### src/rtl/fcmp_arb_pkg.sv
// Shared types for the arbitrated single-precision compare block.
package fcmp_pkg;

    localparam int DEFAULT_NREQ = 2;

    // Opcode carried with each request; FCMP_RSV returns an error result.
    typedef enum logic [1:0] {
        FCMP_EQ  = 2'd0,
        FCMP_LT  = 2'd1,
        FCMP_LE  = 2'd2,
        FCMP_RSV = 2'd3
    } fcmp_op_t;

    // One compare request as held in the first pipeline stage.
    typedef struct packed {
        fcmp_op_t    op;
        logic [31:0] x;
        logic [31:0] y;
    } fcmp_req_t;

    // Requester tag width; a single bit even for the degenerate case.
    function automatic int id_width(input int n);
        return (n > 1) ? $clog2(n) : 1;
    endfunction

endpackage

### src/rtl/fcmp_arb_if.sv
// Request and result streams between the issue ports and the shared comparator.
interface fcmp_arb_if import fcmp_pkg::*; #(
    parameter int NREQ = DEFAULT_NREQ,
    parameter int IDW  = id_width(NREQ)
) ();

    logic [NREQ-1:0]       req_valid;
    logic [NREQ-1:0]       req_ready;
    logic [NREQ-1:0][1:0]  req_op;
    logic [NREQ-1:0][31:0] req_x;
    logic [NREQ-1:0][31:0] req_y;

    logic                  res_valid;
    logic                  res_ready;
    logic [IDW-1:0]        res_id;
    logic                  res_z;
    logic                  res_err;

    // Requesters plus the result consumer.
    modport master (
        output req_valid, req_op, req_x, req_y, res_ready,
        input  req_ready, res_valid, res_id, res_z, res_err
    );

    // The arbitrated comparator.
    modport slave (
        input  req_valid, req_op, req_x, req_y, res_ready,
        output req_ready, res_valid, res_id, res_z, res_err
    );

endinterface

### src/rtl/fcmp_arb_core.sv
// Combinational raw-bit single-precision compare; no NaN or signed-zero folding.
module fcmp_core import fcmp_pkg::*; (
    input  fcmp_op_t    op,
    input  logic [31:0] x,
    input  logic [31:0] y,
    output logic        z,
    output logic        err
);

    logic w_eq;
    logic w_lt;

    // Exponent sits above mantissa, so {e,m} orders like one magnitude field.
    always_comb begin
        w_eq = (x == y);
        if (x[31] != y[31]) begin
            w_lt = x[31];
        end else if (!x[31]) begin
            w_lt = (x[30:0] < y[30:0]);
        end else begin
            w_lt = (x[30:0] > y[30:0]);
        end
    end

    // Select the result for the opcode; reserved opcode flags an error.
    always_comb begin
        // NOTE: default every output first so no path leaves one unassigned (no latch).
        z   = 1'b0;
        err = 1'b0;
        case (op)
            FCMP_EQ:  z = w_eq;
            FCMP_LT:  z = w_lt;
            FCMP_LE:  z = w_lt | w_eq;
            default:  err = 1'b1;
        endcase
    end

endmodule

### src/rtl/fcmp_arb.sv
// Round-robin shared compare datapath: NREQ request ports, one tagged result stream,
// two registered stages with the comparator between them.
module fcmp_arb import fcmp_pkg::*; #(
    parameter int NREQ = DEFAULT_NREQ,
    parameter int IDW  = id_width(NREQ)
) (
    input logic       clk,
    input logic       rstn,
    fcmp_arb_if.slave bus
);

    logic [IDW-1:0]  r_last;
    logic [NREQ-1:0] w_grant;
    logic [IDW-1:0]  w_gidx;
    logic [IDW-1:0]  w_idx;
    logic            w_any;

    logic            w_s1_en;
    logic            w_s2_en;
    logic            w_accept;

    logic            r_s1_v;
    fcmp_req_t       r_s1_req;
    logic [IDW-1:0]  r_s1_id;

    logic            r_s2_v;
    logic            r_s2_z;
    logic            r_s2_err;
    logic [IDW-1:0]  r_s2_id;

    logic            w_core_z;
    logic            w_core_err;

    // Round-robin pick: first valid requester searching from last+1, wrapping.
    always_comb begin
        w_grant = '0;
        w_gidx  = '0;
        w_idx   = '0;
        w_any   = 1'b0;
        for (int k = 1; k <= NREQ; k++) begin
            w_idx = IDW'((int'(r_last) + k) % NREQ);
            if (!w_any && bus.req_valid[w_idx]) begin
                w_any          = 1'b1;
                w_gidx         = w_idx;
                w_grant[w_idx] = 1'b1;
            end
        end
    end

    // A stage may load when it is empty or its contents move on this edge.
    assign w_s2_en       = !r_s2_v || bus.res_ready;
    assign w_s1_en       = !r_s1_v || w_s2_en;
    assign w_accept      = w_any && w_s1_en && rstn;
    assign bus.req_ready = w_grant & {NREQ{w_s1_en && rstn}};

    // Pointer advances only on a completed request handshake.
    always_ff @(posedge clk or negedge rstn) begin
        if (!rstn) begin
            // NOTE: sequential state uses <= so every flop samples pre-edge values.
            r_last <= IDW'(NREQ - 1);
        end else if (w_accept) begin
            r_last <= w_gidx;
        end
    end

    // Stage 1: capture the granted request operands and its tag.
    always_ff @(posedge clk or negedge rstn) begin
        if (!rstn) begin
            r_s1_v   <= 1'b0;
            r_s1_req <= '0;
            r_s1_id  <= '0;
        end else if (w_s1_en) begin
            r_s1_v <= w_accept;
            if (w_accept) begin
                r_s1_req <= '{op: fcmp_op_t'(bus.req_op[w_gidx]),
                              x:  bus.req_x[w_gidx],
                              y:  bus.req_y[w_gidx]};
                r_s1_id  <= w_gidx;
            end
        end
    end

    fcmp_core u_core (
        .op  (r_s1_req.op),
        .x   (r_s1_req.x),
        .y   (r_s1_req.y),
        .z   (w_core_z),
        .err (w_core_err)
    );

    // Stage 2: register the compare result; holds while the consumer stalls.
    always_ff @(posedge clk or negedge rstn) begin
        if (!rstn) begin
            r_s2_v   <= 1'b0;
            r_s2_z   <= 1'b0;
            r_s2_err <= 1'b0;
            r_s2_id  <= '0;
        end else if (w_s2_en) begin
            r_s2_v <= r_s1_v;
            if (r_s1_v) begin
                r_s2_z   <= w_core_z;
                r_s2_err <= w_core_err;
                r_s2_id  <= r_s1_id;
            end
        end
    end

    assign bus.res_valid = r_s2_v;
    assign bus.res_z     = r_s2_z;
    assign bus.res_err   = r_s2_err;
    assign bus.res_id    = r_s2_id;

endmodule

### src/flat_wrapper.sv
// flat-port wrapper written by rule: the top's interface ports become plain ports
module fcmp_arb_flat import fcmp_pkg::*;
#(
    parameter int NREQ = DEFAULT_NREQ,
    parameter int IDW  = id_width(NREQ)
)
  (clk, rstn, bus_req_valid, bus_req_op, bus_req_x, bus_req_y, bus_res_ready, bus_req_ready, bus_res_valid, bus_res_id, bus_res_z, bus_res_err);
  fcmp_arb_if #(.NREQ(NREQ), .IDW(IDW)) bus_i ();
  input logic clk;
  input logic rstn;
  input wire logic [$bits(bus_i.req_valid)-1:0] bus_req_valid;
  input wire logic [$bits(bus_i.req_op)-1:0] bus_req_op;
  input wire logic [$bits(bus_i.req_x)-1:0] bus_req_x;
  input wire logic [$bits(bus_i.req_y)-1:0] bus_req_y;
  input wire logic [$bits(bus_i.res_ready)-1:0] bus_res_ready;
  output wire logic [$bits(bus_i.req_ready)-1:0] bus_req_ready;
  output wire logic [$bits(bus_i.res_valid)-1:0] bus_res_valid;
  output wire logic [$bits(bus_i.res_id)-1:0] bus_res_id;
  output wire logic [$bits(bus_i.res_z)-1:0] bus_res_z;
  output wire logic [$bits(bus_i.res_err)-1:0] bus_res_err;
  assign bus_i.req_valid = bus_req_valid;
  assign bus_i.req_op = bus_req_op;
  assign bus_i.req_x = bus_req_x;
  assign bus_i.req_y = bus_req_y;
  assign bus_i.res_ready = bus_res_ready;
  assign bus_req_ready = bus_i.req_ready;
  assign bus_res_valid = bus_i.res_valid;
  assign bus_res_id = bus_i.res_id;
  assign bus_res_z = bus_i.res_z;
  assign bus_res_err = bus_i.res_err;
  fcmp_arb #(.NREQ(NREQ), .IDW(IDW)) u_core (.clk(clk), .rstn(rstn), .bus(bus_i));
endmodule
### config.mk
export PLATFORM = sky130hd
export DESIGN_NAME = fcmp_arb_flat
export DESIGN_NICKNAME = d
export VERILOG_FILES = /design/src/rtl/fcmp_arb_pkg.sv /design/src/rtl/fcmp_arb_if.sv /design/src/rtl/fcmp_arb_core.sv /design/src/rtl/fcmp_arb.sv /design/src/flat_wrapper.sv
export SDC_FILE = /design/constraint.sdc
export NUM_CORES = 1
export LEC_CHECK = 0
export CELL_PAD_IN_SITES_DETAIL_PLACEMENT = 1
export CELL_PAD_IN_SITES_GLOBAL_PLACEMENT = 1
export CORE_UTILIZATION = 31
export DETAILED_ROUTE_END_ITERATION = 10
export PLACE_DENSITY = 0.87
export SLEW_MARGIN = 20
export SYNTH_ARGS = -nofsm -noshare
export SYNTH_HDL_FRONTEND = slang
export SYNTH_SLANG_ARGS = --single-unit
### constraint.sdc
create_clock -name clk -period 2.1 [get_ports clk]
set_input_delay 0.525 -clock clk [delete_from_list [all_inputs] [get_ports clk]]
set_output_delay 0.525 -clock clk [all_outputs]
set_load 0.01 [all_outputs]
# == Yosys cells after proc, flatten, opt, wreduce, memory -nomap -nowiden ==
# Cells that the tools add are included.
# totals
romBits,0
latchBits,0
reg_bits,73
mem_count,0
ramBits,0
out_inout_bits,6
# classes
mul,0
n_bitwise,3
n_reduce_logical,15
eq_ne,4
n_lt_le_gt_ge,7
div_mod_pow,0
n_shift,0
muxes,24
add_sub_neg,2
# op_table
operator,count
$mux 32,4
$eq 32x32->1,1
$gt 31x31->1,1
$lt 31x31->1,1
$mux 1,13
$mux 2,4
$logic_and 1x1->1,6
$lt 1x2->1 const B,3
$reduce_and 2->1,2
$logic_not 1->1,3
$pmux 1 s3,1
$reduce_or 3->1,1
$add 1x1->1 const B,2
$and 2x2->2,1
$demux 1 s1,2
$eq 2x1->1 const B,1
$eq 2x2->1 const B,1
$ge 1x1->1 const B,2
$logic_not 2->1,1
$logic_or 1x1->1,2
$or 2x2->2,1
$ne 1x1->1,1
$or 1x1->1,1

# == Longest topological paths before layout ==
# depth
word_depth,10
ltp_mapped,8
mapped_depth_nobuf,8

# == Cells and area by module ==
# Synthesis repeated with hierarchy kept, for this count alone.
# unflattened
cells_unflattened,359
hier_area_um2,4415.5
# modules_own_cells
module,cells_per_inst,seq_area_each_um2,instances,area_each_um2
fcmp_arb,235,1828.0,1,3512.1
fcmp_core,124,0.0,1,903.4

# == Worst setup path before layout ==
# Ideal clock, no wire load.
# synth_path
kind,flip-flop to flip-flop
startpoint,register u_core.r_s1_req[24] (netlist bit)
endpoint,register u_core.r_s2_z (netlist: u_core.bus.res_z)
period_less_slack_ns,2.024
path_buffers,0
required_time_ns,1.975
path_slack_ns,0.076
stages_incl_launch_ff,9
arrival_time_ns,1.899
cell_sequence,dfrtp_1 -> inv_1 -> ha_1 -> a21o_1 -> a221o_1 -> a221oi_2 -> mux2_1 -> o311ai_1 -> o21ai_2
# synth_via
elab_chain_cells,5
word_cells_on_any_way,7
classes_between,order compare (2); eq/ne (1); mux (3); bitwise (1)
# synth_lines
item,line,rtl
start: declaration,fcmp_arb.sv:23,fcmp_req_t r_s1_req;
start signal: assignment,fcmp_arb.sv:75,"r_s1_req <= '{op: fcmp_op_t'(bus.req_op[w_gidx]),"
$lt 31x31->1 or $gt 31x31->1 (tied branches),"fcmp_arb_core.sv:19, fcmp_arb_core.sv:21",
$mux 1,fcmp_arb_core.sv:18,end else if (!x[31]) begin
$mux 1,fcmp_arb_core.sv:16,if (x[31] != y[31]) begin
$or 1x1->1,fcmp_arb_core.sv:33,FCMP_LE: z = w_lt | w_eq;
$pmux 1 s3 (*),fcmp_arb_core.sv:30,case (op)
end signal: assignment,fcmp_arb.sv:101,r_s2_z <= w_core_z;
end: declaration,fcmp_arb.sv:27,logic r_s2_z;
# Every way passes the cells marked *; elsewhere a longest branch is shown, timed or not.
# A chain may end at the register's enable or synchronous reset.

# == Worst setup path after layout ==
# Ends and elaborated chain as after synthesis.

==> flow_summary_export.csv <==
group,metric,value,unit
place,placed_cells,739,
logic_synthesis,synth_fa_ha_area_share,9.39,%
logic_synthesis,synth_top_cell_area_share,43.6,%
cells_and_area,area.growth.synth_to_final,50.7,%
clocking,cts_tree,"built",
logic_synthesis,yosysUniqueCellTypes,39,
cells_and_area,drive_above_1_share,8.92,%
routing,routed_wl,11800,um
floorplanning,initial_core_util,32.2,%
grt,antenna_found_initial,1,
logic_synthesis,synthSimpleGateAreaFrac,11.1,%
clocking,clock_path_buffers,2,
routing,drt_pass1_iterations,4,
place,dpl.hpwl,9280,um
setup_path,r2r-end,"u_core.bus.res_z$_DFFE_PN0P_",
logic_synthesis,syn_nets,595,
floorplanning,chipWidth,117,um
sta,hold_slack,0.481,ns
floorplanning,core-area,0.0128,sq mm
logic_synthesis,yosys_warnings,0,
logic_synthesis,synth-compound-area-share,13.2,%
logic_synthesis,async_reset_ff_share,100,%
sta,final.period_utilization,103,%
logic_synthesis,synth_top_family_by_area,"multiplexers",
setup_path,required,2.30,ns
setup_path,reg2reg_from,"u_core.r_s1_req[24]$_DFFE_PN0P_",
logic_synthesis,synthMuxAreaShare,16.5,%
sta,tns,-0.0611,ns
logic_synthesis,yosysMostFrequentCell,"nand2_1",
logic_synthesis,yosys.area.top_type,"dfrtp_1",
sta,setup_viol,1,
logic_synthesis,synth_area_per_cell,9.68,sq um
logic_synthesis,synth-main-ff-cell,"dfrtp_1",
sta,slew_headroom,38.5,%
power_and_ir_drop,ir_drop,311,uV
logic_synthesis,synth_xor_area_share,0.424,%
setup_path,critPathKind,"flip-flop to flip-flop",
sta,min_period,2.16,ns
run,max_cap_viol_count,0,
setup_path,cp-end-kind,"flip-flop",
routing,ant_nets,0,
cells_and_area,finalNetCount,746,
logic_synthesis,ys_ff_latch,73,
floorplanning,io_pins,143,
sta,fin_skew,0.00695,ns
floorplanning,num_rows,41,
setup_path,ff2ff_path_depth,8,
clocking,clock-sinks,73,
setup_path,start_kind,"flip-flop",
logic_synthesis,synth_commonest_cells,"nand2_1 (75), dfrtp_1 (72), o21ai_0 (70)",
sta,finalHoldViolCount,0,
run_status,status,"finished with violations",
cells_and_area,finalNonFillerCells,756,
setup_path,r2r_slack,-0.06,ns
logic_synthesis,synth_edf_count,0,
clocking,htreeDepth,3,
routing,routedWlPerCell,15.6,um
grt,grt_max_degree,74,
sta,slew_violations,0,
floorplanning,die_h,117,um
clocking,clk_pin_slew,0.06,ns
logic_synthesis,syn_inst,427,
place,io_buffers,142,
hold_path,min_to,"u_core.r_s1_req[17]$_DFFE_PN0P_",
grt,grt_use_total,17.7,%
sta,fmax,0.463,GHz
clocking,cts_root_buf,"clkbuf_16",
logic_synthesis,syn_area,0.00413,sq mm
routing,vias,3665,
cells_and_area,fin_util,48.5,%
grt,grt_pass1_wl,19800,um
grt,grt_pass1_vias,4181,
sta,rsz0062_at_grt,"true",
power_and_ir_drop,total_power,4810,uW
clocking,cts_hold_buf,0,
routing,drc_errors,0,
clocking,clk-insertion-delay-late,0.32,ns
setup_path,crit_fanout,2,
routing,viasPerCell,4.85,
sta,tightest_slew,0.923,ns
power_and_ir_drop,leakagePower,0.00284,uW
routing,drtIter0Drc,110,
grt,overflow,0,
hold_path,whs_path_depth,2,
logic_synthesis,synth-seq-area-share,44.2,%
floorplanning,die-area,0.0138,sq mm
place,gp_congestion,0.810,
logic_synthesis,ys_top_cells_by_area,"dfrtp_1 (44%), mux2i_1 (16%), ha_1 (9.4%)",
power_and_ir_drop,power_density,773,mW/mm^2
sta,worst_slack,-0.0611,ns
setup_path,worstPathArrival,2.36,ns
hold_path,holdCritPathClass,"flip-flop to flip-flop",
clocking,cts_buffers,9,
run_status,violations,"setup timing",
hold_path,min_from,"u_core.r_s1_req[17]$_DFFE_PN0P_",
metrics by stage:
stage / instance area, sq um / worst slack, ns
6_report: 6230 / -0.0611
5_1_grt: 6230 / -0.141
3_3_place_gp: 5880 / -0.323
3_5_place_dp: 5880 / -0.407
4_1_cts: 6180 / -0.0597
2_1_floorplan: 4130 / 0.0756
logic make-up after synthesis:
| family | count (synthesis) |
|---|---|
| XOR/XNOR | 2 |
| adder cells (fa/ha/maj) | 31 |
| flip-flops | 73 |
| multiplexers | 68 |
| AO/OA/AOI/OAI | 98 |
| AND/OR/NAND/NOR | 102 |
| buffers and inverters | 53 |
worst max path at each step:
stage | from | to | slack [ns] | cells after the start
final | u_core.r_s1_req[24]$_DFFE_PN0P_ | u_core.bus.res_z$_DFFE_PN0P_ | -0.06 | 8
after global routing | u_core.r_s1_req[24]$_DFFE_PN0P_ | u_core.bus.res_z$_DFFE_PN0P_ | -0.14 | 8
after CTS | u_core.r_s1_req[58]$_DFFE_PN0P_ | u_core.bus.res_z$_DFFE_PN0P_ | -0.06 | 7
after detailed placement | bus_req_valid[0] | bus_req_ready[1] | -0.41 | 4
after global placement | bus_req_valid[1] | bus_req_ready[1] | -0.32 | 4
after floorplan | u_core.r_s1_req[24]$_DFFE_PN0P_ | u_core.bus.res_z$_DFFE_PN0P_ | 0.08 | 8
layout by cell type (no fill, tap or decap), types with 5 or more instances in the layout:
| cell | n |
|---|---|
| clkdlybuf4s50_1 | 138 |
| nand2_1 | 75 |
| dfrtp_1 | 72 |
| o21ai_0 | 70 |
| mux2i_1 | 66 |
| inv_1 | 30 |
| ha_1 | 29 |
| buf_4 | 17 |
| a21oi_1 | 12 |
| clkbuf_16 | 9 |
| nand4_1 | 6 |
| nand3_1 | 5 |
area by class of cell:
cell class / instances / area, sq um
multi-input combinational: 301 / 2180
fill: 1453 / 6600
clock buffer: 14 / 264
inverter: 31 / 116
tap: 172 / 215
sequential: 73 / 1830
clock inverter: 2 / 12.5
antenna: 1 / 2.50
timing repair buffer: 162 / 1610
registers in the layout (all words and copies together), names as in the netlist:
| signal | cells |
|---|---|
| u_core.r_s1_req | 66 |
| u_core.bus.res_err | 1 |
| u_core.bus.res_id | 1 |
| u_core.bus.res_valid | 1 |
| u_core.bus.res_z | 1 |
| u_core.r_last | 1 |
| u_core.r_s1_id | 1 |
| u_core.r_s1_v | 1 |
power breakdown:
part           leakage, uW  internal (uW)  switching, uW
logic              0.00181            810            728
registers         0.000896           1680            179
clock network     0.000133            864            555
layer usage:
| metal | track usage (%) | vias to the layer above | share of wire, % |
|---|---|---|---|
| met5 | 0 | - | 0 |
| met1 | 19.5 | 1774 | 38 |
| met3 | 3.55 | 15 | 4.1 |
| met2 | 33.9 | 89 | 56 |
| li1 | - | 1787 | - |
| met4 | 5.28 | 0 | 1.4 |
worst max-delay path, cell delays in order (launching register included):
cell	delay, ns
dfrtp_1	0.40
inv_2	0.08
ha_4	0.20
a21o_1	0.16
a221o_1	0.35
a221oi_4	0.35
mux2_4	0.34
o311ai_2	0.09
o21ai_2	0.07
what timing repair did:
action / in CTS / in global routing
pin swaps: 6 / 4
gates resized for setup: 15 / 5
endpoints found under the setup margin: 3 / 1
hold endpoints to repair: 0 / 0
buffers inserted: 0 / 0
No activity file was read; power rests on OpenSTA's default activity.
